<file path="config.mk">
export PLATFORM = sky130hd
export DESIGN_NAME = beep_scheduler
export DESIGN_NICKNAME = d
export VERILOG_FILES = /design/src/rtl/beep_pkg.sv /design/src/rtl/beep_tick_gen.sv /design/src/rtl/beep_scheduler.sv
export SDC_FILE = /design/constraint.sdc
export NUM_CORES = 1
export LEC_CHECK = 0
export CORE_MARGIN = 1
export CORE_UTILIZATION = 60
export CTS_BUF_LIST = sky130_fd_sc_hd__clkbuf_16
export DETAILED_ROUTE_END_ITERATION = 16
export PLACE_DENSITY = 0.91
export SLEW_MARGIN = 40
export SYNTH_ARGS = -nofsm -noshare
export SYNTH_HDL_FRONTEND = slang
export SYNTH_HIERARCHICAL = 1
export SYNTH_SLANG_ARGS = --single-unit
</file>
<file path="constraint.sdc">
create_clock -name clk -period 4.3 [get_ports clk]
set_input_delay 0.86 -clock clk [delete_from_list [all_inputs] [get_ports clk]]
set_output_delay 0.86 -clock clk [all_outputs]
set_load 0.02 [all_outputs]
</file>
<file path="src/rtl/beep_pkg.sv">
// Shared types and constants for the beep scheduler.
// Holds the phase enum, the grant source codes and the 1 ms tick constant.
package beep_pkg;

    typedef enum logic [1:0] {
        ST_IDLE = 2'd0,
        ST_ON   = 2'd1,
        ST_OFF  = 2'd2,
        ST_GAP  = 2'd3
    } state_t;

    typedef enum logic [1:0] {
        SRC_NONE  = 2'd0,
        SRC_KEY   = 2'd1,
        SRC_CHIME = 2'd2,
        SRC_ALARM = 2'd3
    } src_t;

    localparam int MS_PER_SEC = 1000;

    function automatic int tick_div(input int clk_hz);
        return clk_hz / MS_PER_SEC;
    endfunction

endpackage

</file>
<file path="src/rtl/beep_tick_gen.sv">
// Millisecond prescaler: pulses tick once every DIV clocks.
// restart clears the count so a new phase starts on a clean ms boundary.
module beep_tick_gen #(
    parameter int DIV = 50000
) (
    input  logic clk,
    input  logic rst,
    input  logic restart,
    output logic tick
);

    localparam int W = (DIV > 1) ? $clog2(DIV) : 1;
    localparam logic [W-1:0] LAST = W'(DIV - 1);

    logic [W-1:0] cnt;

    assign tick = (cnt == LAST);

    // Free-running divide counter, zeroed on restart or wrap.
    always_ff @(posedge clk or posedge rst) begin
        if (rst) begin
            cnt <= '0;
        end else if (restart || tick) begin
            cnt <= '0;
        end else begin
            cnt <= cnt + 1'b1;
        end
    end

endmodule

</file>
<file path="src/rtl/beep_scheduler.sv">
// Arbitrates key-click, hourly chime and alarm beep patterns onto one beep line.
// Alarm beats chime beats key; phase timing comes from a restartable ms tick.
module beep_scheduler
    import beep_pkg::*;
#(
    parameter int CLK_HZ       = 50_000_000,
    parameter int KEY_MS       = 30,
    parameter int CHIME_ON_MS  = 200,
    parameter int CHIME_OFF_MS = 200,
    parameter int ALARM_ON_MS  = 100,
    parameter int ALARM_OFF_MS = 100,
    parameter int ALARM_GAP_MS = 500
) (
    input  logic       clk,
    input  logic       rst,
    input  logic       req_key,
    input  logic       req_chime,
    input  logic [3:0] chime_count,
    input  logic       alarm_active,
    input  logic       mute,
    output logic       beep,
    output logic       busy,
    output logic [1:0] grant
);

    localparam int TICK_DIV = tick_div(CLK_HZ);

    localparam logic [15:0] KEY_LAST       = 16'(KEY_MS - 1);
    localparam logic [15:0] CHIME_ON_LAST  = 16'(CHIME_ON_MS - 1);
    localparam logic [15:0] CHIME_OFF_LAST = 16'(CHIME_OFF_MS - 1);
    localparam logic [15:0] ALARM_ON_LAST  = 16'(ALARM_ON_MS - 1);
    localparam logic [15:0] ALARM_OFF_LAST = 16'(ALARM_OFF_MS - 1);
    localparam logic [15:0] ALARM_GAP_LAST = 16'(ALARM_GAP_MS - 1);

    state_t      state, state_n;
    src_t        src, src_n;
    logic [15:0] ms_cnt;
    logic [3:0]  beep_left, beep_left_n;
    logic [1:0]  burst_idx, burst_idx_n;
    logic        pend_key, pend_key_n;
    logic        pend_chime, pend_chime_n;

    logic        tick;
    logic        restart;
    logic        discard;
    logic        done;
    logic [15:0] last;

    beep_tick_gen #(
        .DIV(TICK_DIV)
    ) u_tick (
        .clk    (clk),
        .rst    (rst),
        .restart(restart),
        .tick   (tick)
    );

    // Pick the final ms index of the current phase.
    always_comb begin
        last = KEY_LAST;
        unique case (state)
            ST_ON: begin
                if (src == SRC_CHIME) begin
                    last = CHIME_ON_LAST;
                end else if (src == SRC_ALARM) begin
                    last = ALARM_ON_LAST;
                end else begin
                    last = KEY_LAST;
                end
            end
            ST_OFF:  last = (src == SRC_CHIME) ? CHIME_OFF_LAST : ALARM_OFF_LAST;
            ST_GAP:  last = ALARM_GAP_LAST;
            default: last = KEY_LAST;
        endcase
    end

    assign done = tick && (ms_cnt == last);

    // Next phase, source, counters and pending requests.
    always_comb begin
        state_n     = state;
        src_n       = src;
        beep_left_n = beep_left;
        burst_idx_n = burst_idx;
        restart     = 1'b0;

        // Requests landing while the alarm keeps sounding are dropped.
        discard      = (state != ST_IDLE) && (src == SRC_ALARM) && alarm_active;
        pend_key_n   = pend_key | (req_key & ~discard);
        pend_chime_n = pend_chime | (req_chime & ~discard);

        if (state == ST_IDLE) begin
            restart = 1'b1;
            if (alarm_active) begin
                state_n     = ST_ON;
                src_n       = SRC_ALARM;
                burst_idx_n = 2'd0;
            end else if (pend_chime) begin
                state_n      = ST_ON;
                src_n        = SRC_CHIME;
                beep_left_n  = chime_count;
                pend_chime_n = 1'b0;
            end else if (pend_key) begin
                state_n    = ST_ON;
                src_n      = SRC_KEY;
                pend_key_n = 1'b0;
            end
        end else if (src == SRC_ALARM) begin
            if (!alarm_active) begin
                state_n = ST_IDLE;
                src_n   = SRC_NONE;
                restart = 1'b1;
            end else if (done) begin
                restart = 1'b1;
                unique case (state)
                    ST_ON: begin
                        state_n = (burst_idx == 2'd3) ? ST_GAP : ST_OFF;
                    end
                    ST_OFF: begin
                        state_n     = ST_ON;
                        burst_idx_n = burst_idx + 2'd1;
                    end
                    ST_GAP: begin
                        state_n     = ST_ON;
                        burst_idx_n = 2'd0;
                    end
                    default: begin
                        state_n = ST_IDLE;
                        src_n   = SRC_NONE;
                    end
                endcase
            end
        end else if (alarm_active) begin
            state_n     = ST_ON;
            src_n       = SRC_ALARM;
            burst_idx_n = 2'd0;
            restart     = 1'b1;
        end else if (src == SRC_CHIME && state == ST_ON && beep_left == 4'd0) begin
            // Zero-count chime: one silent ON cycle, then done.
            state_n = ST_IDLE;
            src_n   = SRC_NONE;
            restart = 1'b1;
        end else if (done) begin
            restart = 1'b1;
            if (src == SRC_CHIME && state == ST_ON) begin
                beep_left_n = beep_left - 4'd1;
                if (beep_left == 4'd1) begin
                    state_n = ST_IDLE;
                    src_n   = SRC_NONE;
                end else begin
                    state_n = ST_OFF;
                end
            end else if (src == SRC_CHIME) begin
                state_n = ST_ON;
            end else begin
                state_n = ST_IDLE;
                src_n   = SRC_NONE;
            end
        end
    end

    // Phase and pattern registers.
    always_ff @(posedge clk or posedge rst) begin
        if (rst) begin
            state      <= ST_IDLE;
            src        <= SRC_NONE;
            ms_cnt     <= '0;
            beep_left  <= '0;
            burst_idx  <= '0;
            pend_key   <= 1'b0;
            pend_chime <= 1'b0;
        end else begin
            state      <= state_n;
            src        <= src_n;
            beep_left  <= beep_left_n;
            burst_idx  <= burst_idx_n;
            pend_key   <= pend_key_n;
            pend_chime <= pend_chime_n;
            if (restart) begin
                ms_cnt <= '0;
            end else if (tick) begin
                ms_cnt <= ms_cnt + 16'd1;
            end
        end
    end

    // Registered outputs follow the phase being entered.
    always_ff @(posedge clk or posedge rst) begin
        if (rst) begin
            beep  <= 1'b0;
            busy  <= 1'b0;
            grant <= 2'd0;
        end else begin
            beep  <= (state_n == ST_ON) && !mute &&
                     !(src_n == SRC_CHIME && beep_left_n == 4'd0);
            busy  <= (state_n != ST_IDLE);
            grant <= src_n;
        end
    end

endmodule

</file>
==> qor.csv, run 1 <==
stage;metric;value;unit
sta;Setup-failing EPs final;0;
job;Maximum Capacitance Violations;0;
floorplanning;I/O pin total;14;
finish;layout net count;333;
sta;setup TNS;0;ps
clock_tree;Post-CTS Setup Inserts;0;
floorplanning;core area;4380;sq um
setup_path;Worst setup EP type;register;
clock_tree;# hold bufs at CTS;0;
route;Post-Route WL;5750;um
grt;vias in the first global route;2132;
synthesis;most common cell in the synthesized netlist;nor2_1;
setup_path;Critical Path Source Type;register;
clock_tree;CTS tree;yes;
clock_tree;post_cts resized;0;
synthesis;register area share after synthesis;42.0;%
synthesis;top cell type's share of synthesized area;42.0;%
setup_path;CP required;4480;ps
route;post-DR wirelength/cell;15.5;um
grt;met1 GRT Util;32.9;%
sta;FMAX;293;MHz
route;TritonRoute pass-1 iters;4;
synthesis;Synth top cells by count;59 x nor2_1, 46 x dfrtp_1, 22 x xnor2_1, 19 x nand3_1, 17 x inv_1;
place;gpl congestion;0.865;
sta;unrepaired setup endpoints after global routing;no;
clock_tree;CTS Buffer Depth;2;
sta;worst hold margin;485;ps
floorplanning;die extent in x;69.6;um
floorplanning;Starting Density;62.5;%
sta;crit path time final;3410;ps
clock_tree;Clock Pin Slew Worst Setup and Hold Paths;70;ps
floorplanning;Rows;24;
grt;All-Layer GR Usage;25.1;%
synthesis;synthesized flop and latch total;46;
sta;Worst slew margin;52.0;%
synthesis;Synth cell types;55;
clock_tree;Clock Root Buffer;clkbuf_16;
route;vias per cell;6.13;
clock_tree;CTS H-tree lvls;2;
pwr;leakage;1.19;nW
sta;Final period util;79.3;%
route;DRC viols;0;
sta;Final Hold Viols;0;
sta;measured slew at the worst slew-check pin;721;ps
synthesis;Synth area leader;dfrtp_1;
finish;ratio of cells with drive above 1 in the final layout;5.64;%
sta;max-slew violations;0;
pwr;maximum vdd ir drop;0.293;mV
grt;initial antenna violation count;0;
grt;largest net degree at the start of global routing;23;
pwr;pwr/cell area;417;nW/um^2
hold_path;HP Class;reg -> reg;
clock_tree;clock latency at the later pin of the worst-skew pair;290;ps
synthesis;Post-synth EDFFs;0;
synthesis;syn nets;325;
synthesis;mapped cell area;2740;sq um
route;first-iteration detailed-routing DRC count;242;
place;Post-DP HPWL;3890;um
sta;clock skew;4.51;ps
setup_path;critical-path maximum fanout;18;
synthesis;synthesized area per cell;8.84;sq um
finish;area grow syn2layout;10.4;%
route;Detail Route Antenna Nets;0;
grt;first-pass GRT wire length;9620;um
place;# port buffers;13;
grt;layer with the highest usage;met2;
grt;met2 capacity usage during global routing;41.9;%
synthesis;Post-synth ARST share;100;%
grt;Remaining Overflow, GRT;0;
synthesis;top cells by area, synth;dfrtp_1 42%, nor2_1 8.1%, xnor2_1 7.0%;
setup_path;Crit Path Category;reg -> reg;
synthesis;yosys warns;6;
clock_tree;Num CTS Buffers;5;
synthesis;most common flop cell mapped by yosys;dfrtp_1;
floorplanning;die area;4840;sq um
floorplanning;die height;69.6;um
synthesis;cell count after synthesis;310;
run_status;status;finished, final reports clean;
clock_tree;Clock Sinks;46;
finish;filler cell count;344;
route;vias;2274;
grt;grt met3 use;4.07;%
setup_path;Worst EP arrival;3590;ps
pwr;total power;1.26;mW
finish;# diodes;0;
==> cell type report <==
class                   instances  area (sq um)  share of cell area, %
multi-input cells             231          1440                   47.5
flip-flops and latches         46          1150                   38.1
repair buffers                 16           153                   5.05
clock buffers                   5           125                   4.14
inverters                      18          67.6                   2.23
well taps                      52          65.1                   2.15
clock inverters                 3          25.0                  0.827
==> stage by stage <==
stage	cell area (sq um)	util, %	instances	worst slack [ps]
after floorplan	2740	-	310	1080
after global placement	2870	65.6	363	942
after detailed placement	2870	65.6	363	954
after CTS	3020	69.0	371	923
after global routing	3020	69.0	371	626
final	3020	69.0	371	890
==> registers in the layout, summed over array words and instances, names as in the netlist <==
register,flops
u_tick/cnt,16
pend_key,1
beep,1
state,2
burst_idx,2
beep_left,4
ms_cnt,16
busy,1
grant,2
pend_chime,1
==> path summary, 6_finish.rpt <==
check                              start             to  slack [ps]  cells past startpoint
setup / recovery           u_tick/cnt[7]           beep         890                     10
hold / removal             u_tick/cnt[0]  u_tick/cnt[0]         490                      1
setup reg to reg           u_tick/cnt[7]           beep         890                     10
hold reg to reg            u_tick/cnt[0]  u_tick/cnt[0]         490                      1
max in group asynchronous            rst      ms_cnt[5]        2830                      3
min in group asynchronous            rst     ms_cnt[13]         860                      2
==> cells in the final DEF, fill, tap and decap left out, types with 3 or more instances in the layout <==
cell	netlist	layout
a211o_1	3	3
a21oi_1	11	11
a31oi_1	3	3
and3_1	3	3
buf_4	0	3
clkbuf_16	0	5
clkdlybuf4s50_1	0	13
dfrtp_1	46	46
ha_1	5	5
inv_1	17	17
nand2_1	15	15
nand2b_1	4	4
nand3_1	19	19
nand3b_1	4	4
nand4_1	12	12
nor2_1	59	59
nor2b_1	3	3
nor3_1	10	10
nor4_1	4	4
o21ai_1	3	3
o22ai_1	3	3
or2_1	4	4
xnor2_1	22	22
xor2_1	8	8
==> per-layer routing <==
layer | up-vias | share of wire, %
met5 | - | 0
met4 | 0 | 1.9
met3 | 9 | 4.3
met2 | 63 | 51
met1 | 1115 | 43
li1 | 1087 | -
==> report_power, final <==
part           internal, mW  switching [mW]  total [mW]
registers             0.474          0.0697       0.544
logic                 0.128           0.200       0.328
clock network         0.218           0.171       0.389
==> cells by family after synthesis <==
logic type	Yosys count	synth area share, %
multiplexers	3	1.14
AO/OA/AOI/OAI	39	10.3
flip-flops	46	42.0
XOR/XNOR	30	9.59
buffers and inverters	33	5.48
adder cells (fa/ha/maj)	5	2.28
AND/OR/NAND/NOR	154	29.2
==> worst max-delay path: stages (launching register included) <==
cell and delay, ps:
dfrtp_1 410, or4b_4 550, nor4_2 240, buf_4 190, nand3_1 70, nor3_1 230, o2111ai_2 430, o22ai_1 290
a31oi_1 100, or4_1 550, o211a_1 230
Power figures use the tool's default switching activity.
==> run 2: changes to the inputs <==
==> constraint.sdc (replaced) <==
create_clock -name clk -period 3.33 [get_ports clk]
set_input_delay 0.666 -clock clk [delete_from_list [all_inputs] [get_ports clk]]
set_output_delay 0.666 -clock clk [all_outputs]
set_load 0.02 [all_outputs]
==> qor.csv, run 2 (synthesized netlist as in run 1, its figures left out) <==
stage;metric;value;unit
clock_tree;Clock Sinks;46;
sta;Final Hold Viols;0;
clock_tree;Clock Pin Slew Worst Setup and Hold Paths;70;ps
setup_path;Reg2Reg Depth;9;
pwr;Sw Share;33.1;%
clock_tree;Post-CTS Setup Inserts;0;
route;post-DR wirelength/cell;16.1;um
clock_tree;# hold bufs at CTS;0;
setup_path;reg2reg start;u_tick/cnt[4];
clock_tree;clock latency at the later pin of the worst-skew pair;290;ps
sta;max-slew violations;0;
finish;filler cell count;327;
route;TritonRoute pass-1 iters;5;
pwr;maximum vdd ir drop;0.356;mV
pwr;leakage;1.23;nW
setup_path;CP required;3510;ps
pwr;Flop pwr share;39.7;%
route;vias;2345;
clock_tree;CTS tree;yes;
grt;initial antenna violation count;0;
pwr;switching pwr;568;uW
hold_path;HP Class;reg -> reg;
route;first-iteration detailed-routing DRC count;157;
finish;layout net count;341;
grt;largest net degree at the start of global routing;31;
floorplanning;die extent in x;69.6;um
route;vias per cell;6.20;
setup_path;Worst EP arrival;3480;ps
sta;crit path time final;3300;ps
pwr;Gate power share;28.4;%
hold_path;Worst Hold End;u_tick/cnt[0];
setup_path;Worst R2R Setup Slack;30;ps
finish;FF+latch area;1150;sq um
finish;most common cell after layout, fill and taps aside;nor2_1;
sta;clock skew;9.82;ps
sta;measured slew at the worst slew-check pin;651;ps
finish;# diodes;0;
floorplanning;Rows;24;
clock_tree;CTS H-tree lvls;2;
route;Post-Route WL;6080;um
grt;All-Layer GR Usage;27.1;%
pwr;Pint;1.15;mW
pwr;Clock power frac;31.9;%
floorplanning;I/O pin total;14;
clock_tree;post_cts resized;0;
setup_path;R2R Path End;beep;
hold_path;worst hold stages;1;
floorplanning;core area;4380;sq um
floorplanning;die area;4840;sq um
sta;Final period util;99.0;%
place;Post-DP HPWL;4200;um
floorplanning;die height;69.6;um
route;DRC viols;0;
finish;ratio of cells with drive above 1 in the final layout;7.36;%
grt;Remaining Overflow, GRT;0;
sta;worst setup margin;33.7;ps
finish;area grow syn2layout;13.3;%
sta;setup TNS;0;ps
pwr;pwr/cell area;552;nW/um^2
clock_tree;CTS Buffer Depth;2;
setup_path;critical-path maximum fanout;12;
hold_path;hold path start;u_tick/cnt[0];
clock_tree;Num CTS Buffers;5;
run_status;status;finished, final reports clean;
job;Maximum Capacitance Violations;0;
sta;Setup-failing EPs final;0;
grt;vias in the first global route;2282;
floorplanning;Starting Density;62.5;%
setup_path;Worst setup EP type;register;
route;Detail Route Antenna Nets;0;
grt;first-pass GRT wire length;10400;um
sta;Worst slew margin;56.0;%
place;# port buffers;13;
place;Setup WS pre-CTS;213;ps
setup_path;Critical Path Source Type;register;
pwr;total power;1.71;mW
sta;FMAX;303;MHz
finish;commonest non-fill, non-tap cells in the layout;59 x nor2_1, 46 x dfrtp_1, 22 x xnor2_1;
setup_path;Crit Path Category;reg -> reg;
finish;Multi-input gate area;1450;sq um
finish;largest registers;ms_cnt x16, u_tick/cnt x16, beep_left x4;
place;gpl congestion;0.872;
clock_tree;Clock Root Buffer;clkbuf_16;
## run 2: cell type report
type	instances	share of cell area, %
Clock buffer	5	4.03
Clock inverter	2	1.09
Inverter	18	2.18
Multi-Input combinational cell	231	46.7
Sequential cell	46	37.1
Tap cell	52	2.10
Timing Repair Buffer	24	6.85
## run 2: worst max-delay path: stages (launching register included)
cell       delay (ps)
dfrtp_1           430
or4b_4            530
nor4_2            340
nand3_1           120
nor3_1            420
o2111ai_4         290
nand4b_1          180
nand2_1           120
or4_1             550
o211a_1           210
## run 2: power by group through the flow
stage	Clock, mW	Sequential, mW	Combinational, mW
after floorplan	0	0.684	0.338
after global placement	0	0.683	0.455
after detailed placement	0	0.686	0.471
after CTS	0.547	0.677	0.478
after global routing	0.575	0.690	0.534
final	0.547	0.680	0.486
## run 2: worst max path at each step
stage | startpoint | to | slack (ps) | cells after the start
after floorplan | u_tick/cnt[7] | u_tick/cnt[11] | 110 | 13
after global placement | u_tick/cnt[7] | beep | 330 | 9
after detailed placement | u_tick/cnt[4] | beep | 210 | 9
after CTS | u_tick/cnt[4] | beep | 90 | 9
after global routing | u_tick/cnt[4] | beep | -1 | 9
final | u_tick/cnt[4] | beep | 30 | 9
## run 2: routing by layer
metal,GRT usage [%],vias to the layer above,wire length [um]
met5,0,-,0
met4,13.4,0,222
met3,5.96,23,339
met2,44.9,87,3020
met1,33.5,1133,2500
li1,-,1102,-
## run 2: per-stage QoR
step	utilization (%)	cell area [sq um]	hold slack [ps]	instances
after floorplan	-	2740	449	310
after global placement	66.9	2930	472	371
after detailed placement	66.9	2930	487	371
after CTS	70.5	3090	495	378
after global routing	70.8	3100	515	378
final	70.8	3100	491	378
